[src/rtl/control_unit.sv]
// Hardwired Moore control unit: fetch in T0-T2, per-opcode execute in T3-T7.
// All controls decode registered state only; IR is consulted solely on the T2->T3 edge.
module control_unit #(
    parameter int unsigned OPW = 5
) (
    input  logic        Clock,
    input  logic        Reset,
    input  logic [31:0] IR,
    input  logic        CON_FF,
    input  logic        Stop,
    output logic        PCout,
    output logic        Zhighout,
    output logic        Zlowout,
    output logic        MDRout,
    output logic        HIout,
    output logic        LOout,
    output logic        BAout,
    output logic        InPortout,
    output logic        Cout,
    output logic        PCin,
    output logic        IRin,
    output logic        MARin,
    output logic        MDRin,
    output logic        Yin,
    output logic        Zin,
    output logic        HIin,
    output logic        LOin,
    output logic        OutPortin,
    output logic        CONin,
    output logic        IncPC,
    output logic        Gra,
    output logic        Grb,
    output logic        Grc,
    output logic        Rin,
    output logic        Rout,
    output logic        Read,
    output logic        Write,
    output logic        Run
);

    typedef enum logic [3:0] {
        StRst, StT0, StT1, StT2, StT3, StT4, StT5, StT6, StT7, StHalt
    } state_e;

    typedef enum logic [3:0] {
        ClsNone, ClsLd, ClsLdi, ClsSt, ClsAlu, ClsImm, ClsMulDiv, ClsNegNot,
        ClsBr, ClsJr, ClsJal, ClsIn, ClsOut, ClsMfhi, ClsMflo, ClsHalt
    } cls_e;

    state_e         state_q, state_d, last_step, fetch_next;
    cls_e           cls_q, cls_ir;
    logic           con_q;
    logic [OPW-1:0] opcode;
    logic           unused_ir_bits;

    assign opcode         = IR[31 -: OPW];
    assign unused_ir_bits = ^IR[31-OPW:0];

    // nop and undefined opcodes fall through to ClsNone
    always_comb begin
        cls_ir = ClsNone;
        case (opcode)
            OPW'(0):                                      cls_ir = ClsLd;
            OPW'(1):                                      cls_ir = ClsLdi;
            OPW'(2):                                      cls_ir = ClsSt;
            OPW'(3), OPW'(4), OPW'(5), OPW'(6), OPW'(7),
            OPW'(8), OPW'(9), OPW'(10), OPW'(11):         cls_ir = ClsAlu;
            OPW'(12), OPW'(13), OPW'(14):                 cls_ir = ClsImm;
            OPW'(15), OPW'(16):                           cls_ir = ClsMulDiv;
            OPW'(17), OPW'(18):                           cls_ir = ClsNegNot;
            OPW'(19):                                     cls_ir = ClsBr;
            OPW'(20):                                     cls_ir = ClsJr;
            OPW'(21):                                     cls_ir = ClsJal;
            OPW'(22):                                     cls_ir = ClsIn;
            OPW'(23):                                     cls_ir = ClsOut;
            OPW'(24):                                     cls_ir = ClsMfhi;
            OPW'(25):                                     cls_ir = ClsMflo;
            OPW'(27):                                     cls_ir = ClsHalt;
            default:                                      cls_ir = ClsNone;
        endcase
    end

    always_ff @(posedge Clock or negedge Reset) begin
        if (!Reset) begin
            state_q <= StRst;
            cls_q   <= ClsNone;
            con_q   <= 1'b0;
        end else begin
            state_q <= state_d;
            if (state_q == StT2) cls_q <= cls_ir;
            if (state_q == StT5) con_q <= CON_FF;
        end
    end

    always_comb begin
        case (cls_q)
            ClsNegNot, ClsJal:        last_step = StT4;
            ClsAlu, ClsImm, ClsLdi:   last_step = StT5;
            ClsMulDiv, ClsBr:         last_step = StT6;
            ClsLd, ClsSt:             last_step = StT7;
            default:                  last_step = StT3;
        endcase
        // Stop only takes effect on instruction boundaries
        fetch_next = Stop ? StHalt : StT0;
        state_d    = state_q;
        case (state_q)
            StRst:  state_d = fetch_next;
            StT0:   state_d = StT1;
            StT1:   state_d = StT2;
            StT2: begin
                if (cls_ir == ClsHalt)      state_d = StHalt;
                else if (cls_ir == ClsNone) state_d = fetch_next;
                else                        state_d = StT3;
            end
            StT3:   state_d = (last_step == StT3) ? fetch_next : StT4;
            StT4:   state_d = (last_step == StT4) ? fetch_next : StT5;
            StT5:   state_d = (last_step == StT5) ? fetch_next : StT6;
            StT6:   state_d = (last_step == StT6) ? fetch_next : StT7;
            StT7:   state_d = fetch_next;
            StHalt: state_d = StHalt;
            default: state_d = StRst;
        endcase
    end

    always_comb begin
        {PCout, Zhighout, Zlowout, MDRout, HIout, LOout, BAout, InPortout, Cout} = '0;
        {PCin, IRin, MARin, MDRin, Yin, Zin, HIin, LOin, OutPortin, CONin, IncPC} = '0;
        {Gra, Grb, Grc, Rin, Rout, Read, Write} = '0;
        Run = (state_q != StRst) && (state_q != StHalt);
        case (state_q)
            StT0: {PCout, MARin, IncPC, Zin} = '1;
            StT1: {Zlowout, PCin, Read, MDRin} = '1;
            StT2: {MDRout, IRin} = '1;
            StT3: begin
                case (cls_q)
                    ClsAlu, ClsImm:        {Grb, Rout, Yin} = '1;
                    ClsLd, ClsLdi, ClsSt:  {Grb, BAout, Yin} = '1;
                    ClsMulDiv:             {Gra, Rout, Yin} = '1;
                    ClsNegNot:             {Grb, Rout, Zin} = '1;
                    ClsBr:                 {Gra, Rout, CONin} = '1;
                    ClsJr:                 {Gra, Rout, PCin} = '1;
                    ClsJal:                {PCout, Grb, Rin} = '1;
                    ClsIn:                 {InPortout, Gra, Rin} = '1;
                    ClsOut:                {Gra, Rout, OutPortin} = '1;
                    ClsMfhi:               {HIout, Gra, Rin} = '1;
                    ClsMflo:               {LOout, Gra, Rin} = '1;
                    default: ;
                endcase
            end
            StT4: begin
                case (cls_q)
                    ClsAlu:                        {Grc, Rout, Zin} = '1;
                    ClsImm, ClsLd, ClsLdi, ClsSt:  {Cout, Zin} = '1;
                    ClsMulDiv:                     {Grb, Rout, Zin} = '1;
                    ClsNegNot:                     {Zlowout, Gra, Rin} = '1;
                    ClsBr:                         {PCout, Yin} = '1;
                    ClsJal:                        {Gra, Rout, PCin} = '1;
                    default: ;
                endcase
            end
            StT5: begin
                case (cls_q)
                    ClsAlu, ClsImm, ClsLdi:  {Zlowout, Gra, Rin} = '1;
                    ClsLd, ClsSt:            {Zlowout, MARin} = '1;
                    ClsMulDiv:               {Zlowout, LOin} = '1;
                    ClsBr:                   {Cout, Zin} = '1;
                    default: ;
                endcase
            end
            StT6: begin
                case (cls_q)
                    ClsLd:     {Read, MDRin} = '1;
                    ClsSt:     {Gra, Rout, MDRin} = '1;
                    ClsMulDiv: {Zhighout, HIin} = '1;
                    ClsBr:     {Zlowout, PCin} = {2{con_q}};
                    default: ;
                endcase
            end
            StT7: begin
                case (cls_q)
                    ClsLd:   {MDRout, Gra, Rin} = '1;
                    ClsSt:   Write = 1'b1;
                    default: ;
                endcase
            end
            default: ;
        endcase
    end

endmodule

[config.mk]
export PLATFORM = sky130hd
export DESIGN_NAME = control_unit
export DESIGN_NICKNAME = d
export VERILOG_FILES = /design/src/rtl/control_unit.sv
export SDC_FILE = /design/constraint.sdc
export NUM_CORES = 1
export LEC_CHECK = 0
export CORE_MARGIN = 10
export CORE_UTILIZATION = 37
export DETAILED_ROUTE_END_ITERATION = 12
export GPL_TIMING_DRIVEN = 1
export HOLD_SLACK_MARGIN = 0.03
export PLACE_DENSITY = 0.86
export SKIP_CTS_REPAIR_TIMING = 1
export SLEW_MARGIN = 20
export SYNTH_ARGS = -nofsm -noshare
export SYNTH_HDL_FRONTEND = slang
export SYNTH_SLANG_ARGS = --single-unit
[constraint.sdc]
create_clock -name Clock -period 1.8 [get_ports Clock]
set_input_delay 0.36 -clock Clock [delete_from_list [all_inputs] [get_ports Clock]]
set_output_delay 0.36 -clock Clock [all_outputs]
set_load 0.01 [all_outputs]
Word level (Yosys, flattened, before mapping). Memories as Yosys holds them, arrays and structs flattened. Cells that the tools add are included.

Output and inout port bits: 28. Input port bits: 36. Logic and storage cells: 108. Memories kept: 2. ROM bits: 192. Bits in registers: 9.

Memory list: (no name shown) (words 32, width 4, rd ports 1, clocked after Yosys merged registers in 0, wr ports 0, line 62) `case (opcode)`; (no name shown) (words 16, width 4, rd ports 1, clocked after Yosys merged registers in 0, wr ports 0, line 96) `case (cls_q)`.

Reductions and logical operators: 16. Equality and inequality tests: 29. Multiplexer cells: 58.

Operator list (number): 4-bit by 3-bit equality test with 1-bit output, second input constant (12); 4-bit equality test, second input constant (10); 1-bit 2-to-1 mux (36); 4-bit one-hot mux with 9 select lines (1); 4-bit 2-to-1 mux (7); 7-bit OR reduction (3); 4-bit by 2-bit equality test with 1-bit output, second input constant (4); 1-bit one-hot mux with 4 select lines (4); 1-bit one-hot mux with 2 select lines (7); 3-bit OR reduction (3); 4-bit by 1-bit equality test with 1-bit output, second input constant (2); 4-bit logical NOT (2); 4-bit OR reduction (2); 1-bit one-hot mux with 3 select lines (2); 2-bit OR reduction (3); 6-bit OR reduction (1); 1-bit one-hot mux with 5 select lines (1); 4-bit inequality test, second input constant (1); 4-bit nonzero test (1); 1-bit logical AND (1).

Logic depth before layout (Yosys ltp). An unclocked memory read counts as a cell.

Depth in word-level cells: 5. Mapped depth: 7. Depth with buffers taken out: 7.

Worst setup path before layout. No wires, ideal clock.

Kind: register to output. From: reg cls_q[2]. To: out Zhighout. Stages on the path, launching flop included: 7. Arrival time: 1.723 ns. Setup slack: -0.283 ns. Buffers on the path: 3. Data required time: 1.440 ns. Cell sequence: dfrtp_1 clkbuf_1 clkbuf_1 nor2b_1 nand3_1 nor3_1 buf_4.

Cells in the longest elaborated chain, start to end: 3.

RTL lines: from (decl) (line 51) `cls_e cls_q, cls_ir;`; from (signal assigned) (line 86) `cls_q <= ClsNone;`; from (signal assigned) (line 90) `if (state_q == StT2) cls_q <= cls_ir;`; 4-bit by 3-bit equality test with 1-bit output; 1-bit 2-to-1 mux (2 in series); to (decl) (line 12) `output logic Zhighout,`.

No other way between the ends.

Final worst setup path.
From: reg cls_q[2]. To: out PCin.

Cells in the longest elaborated chain, start to end: 3. Elaborated cells between the ends (all ways): 7. Those cells by class: eq/ne: 3; mux: 4.

RTL lines: 4-bit equality test, on equally long branches (line 171, 135, 151); 1-bit 2-to-1 mux, on equally long branches (line 171, 135, 151); 1-bit one-hot mux with 4 select lines * (line 130) `case (state_q)`; to (decl) (line 20) `output logic PCin,`.

Mark *: on every way between the ends. The rest lies on a longest branch, timed or not.

==> flow_summary.yaml <==
run_status:
  status: "finished, violations left"
  violations: "setup timing"
synthesis:
  synth_cell_types: 48
  synth_simple_gate_area_share_pct: 37.23
  synth_top_family_by_area: "simple AND/OR/NAND/NOR gates"
  synth_compound_area_share_pct: 30.64
  synth_cells: 202
  yosysWarnings: 0
  synth_edf_count: 0
  synth_fp_nets: 241
  ys_seq_elements: 9
  async_reset_ff_share_pct: 100.0
  synthMuxAreaShare_pct: 2.786
  synth_area_um2: 1348
  synth_xor_area_share_pct: 0.6500
  ys_seq_area_share_pct: 16.71
  synth_adder_area_share_pct: 2.786
  avgSynthCellArea_um2: 6.671
  ys.flop_type: "dfrtp_1"
global_routing:
  grt_antenna_before_repair: 0
  track_usage_pct: 16.15
  grt_use_met3_pct: 3.229
  grt_pass1_wl_um: 8376
  grtUsageMet2_pct: 30.49
  grt_pass1_vias: 1839
  overflow: 0
  use_met1_pct: 16.21
  grt_max_degree: 14
  gr-max-usage-layer: "met2"
timing:
  rsz0062_at_grt: "yes"
  hold_viol: 0
  finalWorstSetupSlack_ps: -484.0
  layout_min_cycle_time_ps: 2284
  fmaxAchievable_mhz: 437.8
  slew_violations: 0
  finClkSkew_ps: 4.837
  finalCritPeriodShare_pct: 126.9
  relSlewSlack_pct: 70.10
  setup-tns-final_ps: -7781
  worst_pin_slew_ps: 447.1
  setup_viol: 30
worst_setup_path:
  cp_slowest_cell: "dfrtp_2"
  worst-setup-path-type: "register to primary output"
  required_ps: 1440
  r2r_slack_ps: -170
  worst_setup_path_start_kind: "register"
  path_cells: "buf_6 > nor4b_4 > buf_4 > nand4_1 > a21o_1 > o311ai_2 > buf_2"
  timing.rr.end: "state_q[3]$_DFF_PN0_"
  cp-end-kind: "primary output"
  cp_max_fo: 5
  slowest_delay_ps: 440
  critPathArrivalTime_ps: 1920
  timing.rr.start: "cls_q[2]$_DFFE_PN0P_"
  reg2regPathDepth: 8
route:
  avgViaCountPerCell: 6.118
  drtIter0Drc: 265
  vias: 2233
  post_drt_wl_per_cell_um: 20.34
  post-route-drc-count: 0
  drt_wl_total_um: 7423
  drt-pass1-iter-count: 6
  postRouteAntennaNets: 0
cells_and_area:
  syn_to_final_growth_pct: 106.3
  regArea_um2: 231.5
  n_antenna_cell: 0
  multiInputGateArea_um2: 1333
  drive_above_1_share_pct: 61.13
  n_fill_cell: 198
  finalNetCount: 359
clock_network:
  cts.sinks: 9
  clock_latency_ps: 280
  clk_pin_slew_ps: 70
  tritoncts: "built"
  root_buffer: "clkbuf_4"
  h-tree-depth: 1
  clock_path_buffers: 2
  cts-buffers-inserted: 3
placement:
  routabilityCongestion: 0.9286
  io_buffers: 36
  dp_hpwl_um: 4412
floorplanning:
  dieArea_um2: 6456
  io_pins: 64
  placementRows: 21
  core_area_um2: 3416
  die-height_um: 80.35
  fp.dieW_um: 80.35
  start_util_pct: 39.45
pwr:
  power.leakage_nw: 1.285
  power.density_nw_per_um2: 1564
  peakVddDrop_mv: 0.8025
  fin_total_pwr_mw: 4.347
job:
  drv_cap: 0
min_path:
  hold_path_class: "input pin to asynchronous set/reset pin"
-- how the worst max path moves through the flow --
stage	startpoint	end	slack, ps	depth (start not counted)
floorplan	IR[28]	state_q[3]$_DFF_PN0_	-140	6
global placement	IR[27]	state_q[3]$_DFF_PN0_	-780	8
detailed placement	IR[27]	state_q[0]$_DFF_PN0_	-870	8
CTS	cls_q[1]$_DFFE_PN0P_	PCin	-1020	6
global route	cls_q[2]$_DFFE_PN0P_	PCout	-550	7
finish	cls_q[2]$_DFFE_PN0P_	PCin	-480	7
-- synth_stat cells, drive strengths merged, types with 3 or more instances --
master,number,area (um^2)
nand2,25,93.84
nor2,20,75.07
o21ai,18,90.09
clkbuf,14,52.55
a21oi,12,60.06
inv,11,41.29
dfrtp,9,225.2
nand2b,9,56.30
nand3,7,35.03
nor3,7,35.03
buf,5,30.03
a31oi,4,25.02
nand4,4,25.02
nor2b,4,25.02
o21a,4,30.03
o311ai,4,35.03
a21o,3,22.52
ha,3,37.54
nor4,3,18.77
o211ai,3,22.52
o32ai,3,26.28
-- cell usage in the layout, fill, tap and decap left out, types with 5 or more instances in the layout --
cell             count
a21oi_1              9
buf_2               21
buf_4               72
buf_6               27
clkdlybuf4s50_1      5
dfrtp_2              5
inv_1                5
nand2_1             19
nand2b_1             6
nor2_1              11
nor2_4               6
o21ai_0             11
-- worst max-delay path, delay by kind of cell, from the launching register on --
family,cells,cell delay [ps]
DFF,1,440
AOI/OAI and AO/OA,2,290
buffers and inverters,3,500
and+or+nand+nor,2,400
-- registers in the layout (all words and copies together), names as in the netlist --
| name | count |
|---|---|
| state_q | 4 |
| cls_q | 4 |
| con_q | 1 |
-- metrics by stage --
stage | cells | worst slack (ps) | cell area (um^2) | utilization [%] | hold WS [ps]
after floorplan | 202 | -145.0 | 1394 | - | 64.41
after global placement | 344 | -780.2 | 2317 | 67.84 | 473.9
after detailed placement | 344 | -866.2 | 2317 | 67.84 | 477.9
after CTS | 348 | -1018 | 2345 | 68.64 | 383.8
after global routing | 365 | -549.2 | 2780 | 81.39 | 384.9
final | 365 | -484.0 | 2780 | 81.39 | 391.9
-- power breakdown --
part           switching [mW]  leakage, nW  total [mW]  internal, mW
combinational            1.89         1.16        3.73          1.84
clock                  0.0821       0.0177       0.165        0.0825
sequential              0.145        0.106       0.448         0.303
-- final cells by class --
class                   instances  share of cell area [%]
multi-input cells             163                   47.93
flip-flops and latches          9                   8.326
repair buffers                132                   39.02
well taps                      46                   2.070
clock buffers                   3                  0.8101
inverters                      11                   1.665
clock inverters                 1                  0.1800
-- kinds of logic after synthesis --
| kind of cell | count (synthesis) |
|---|---|
| compound gates | 63 |
| xor+xnor | 1 |
| fa+ha+maj | 3 |
| buf+inv | 30 |
| flops | 9 |
| mux | 2 |
| simple gates | 94 |
-- layer usage --
metal	routed length (um)	vias up
li1	-	980
met3	549	35
met2	3683	164
met4	336	0
met5	0	-
met1	2854	1054
Power figures use the tool's default switching activity.
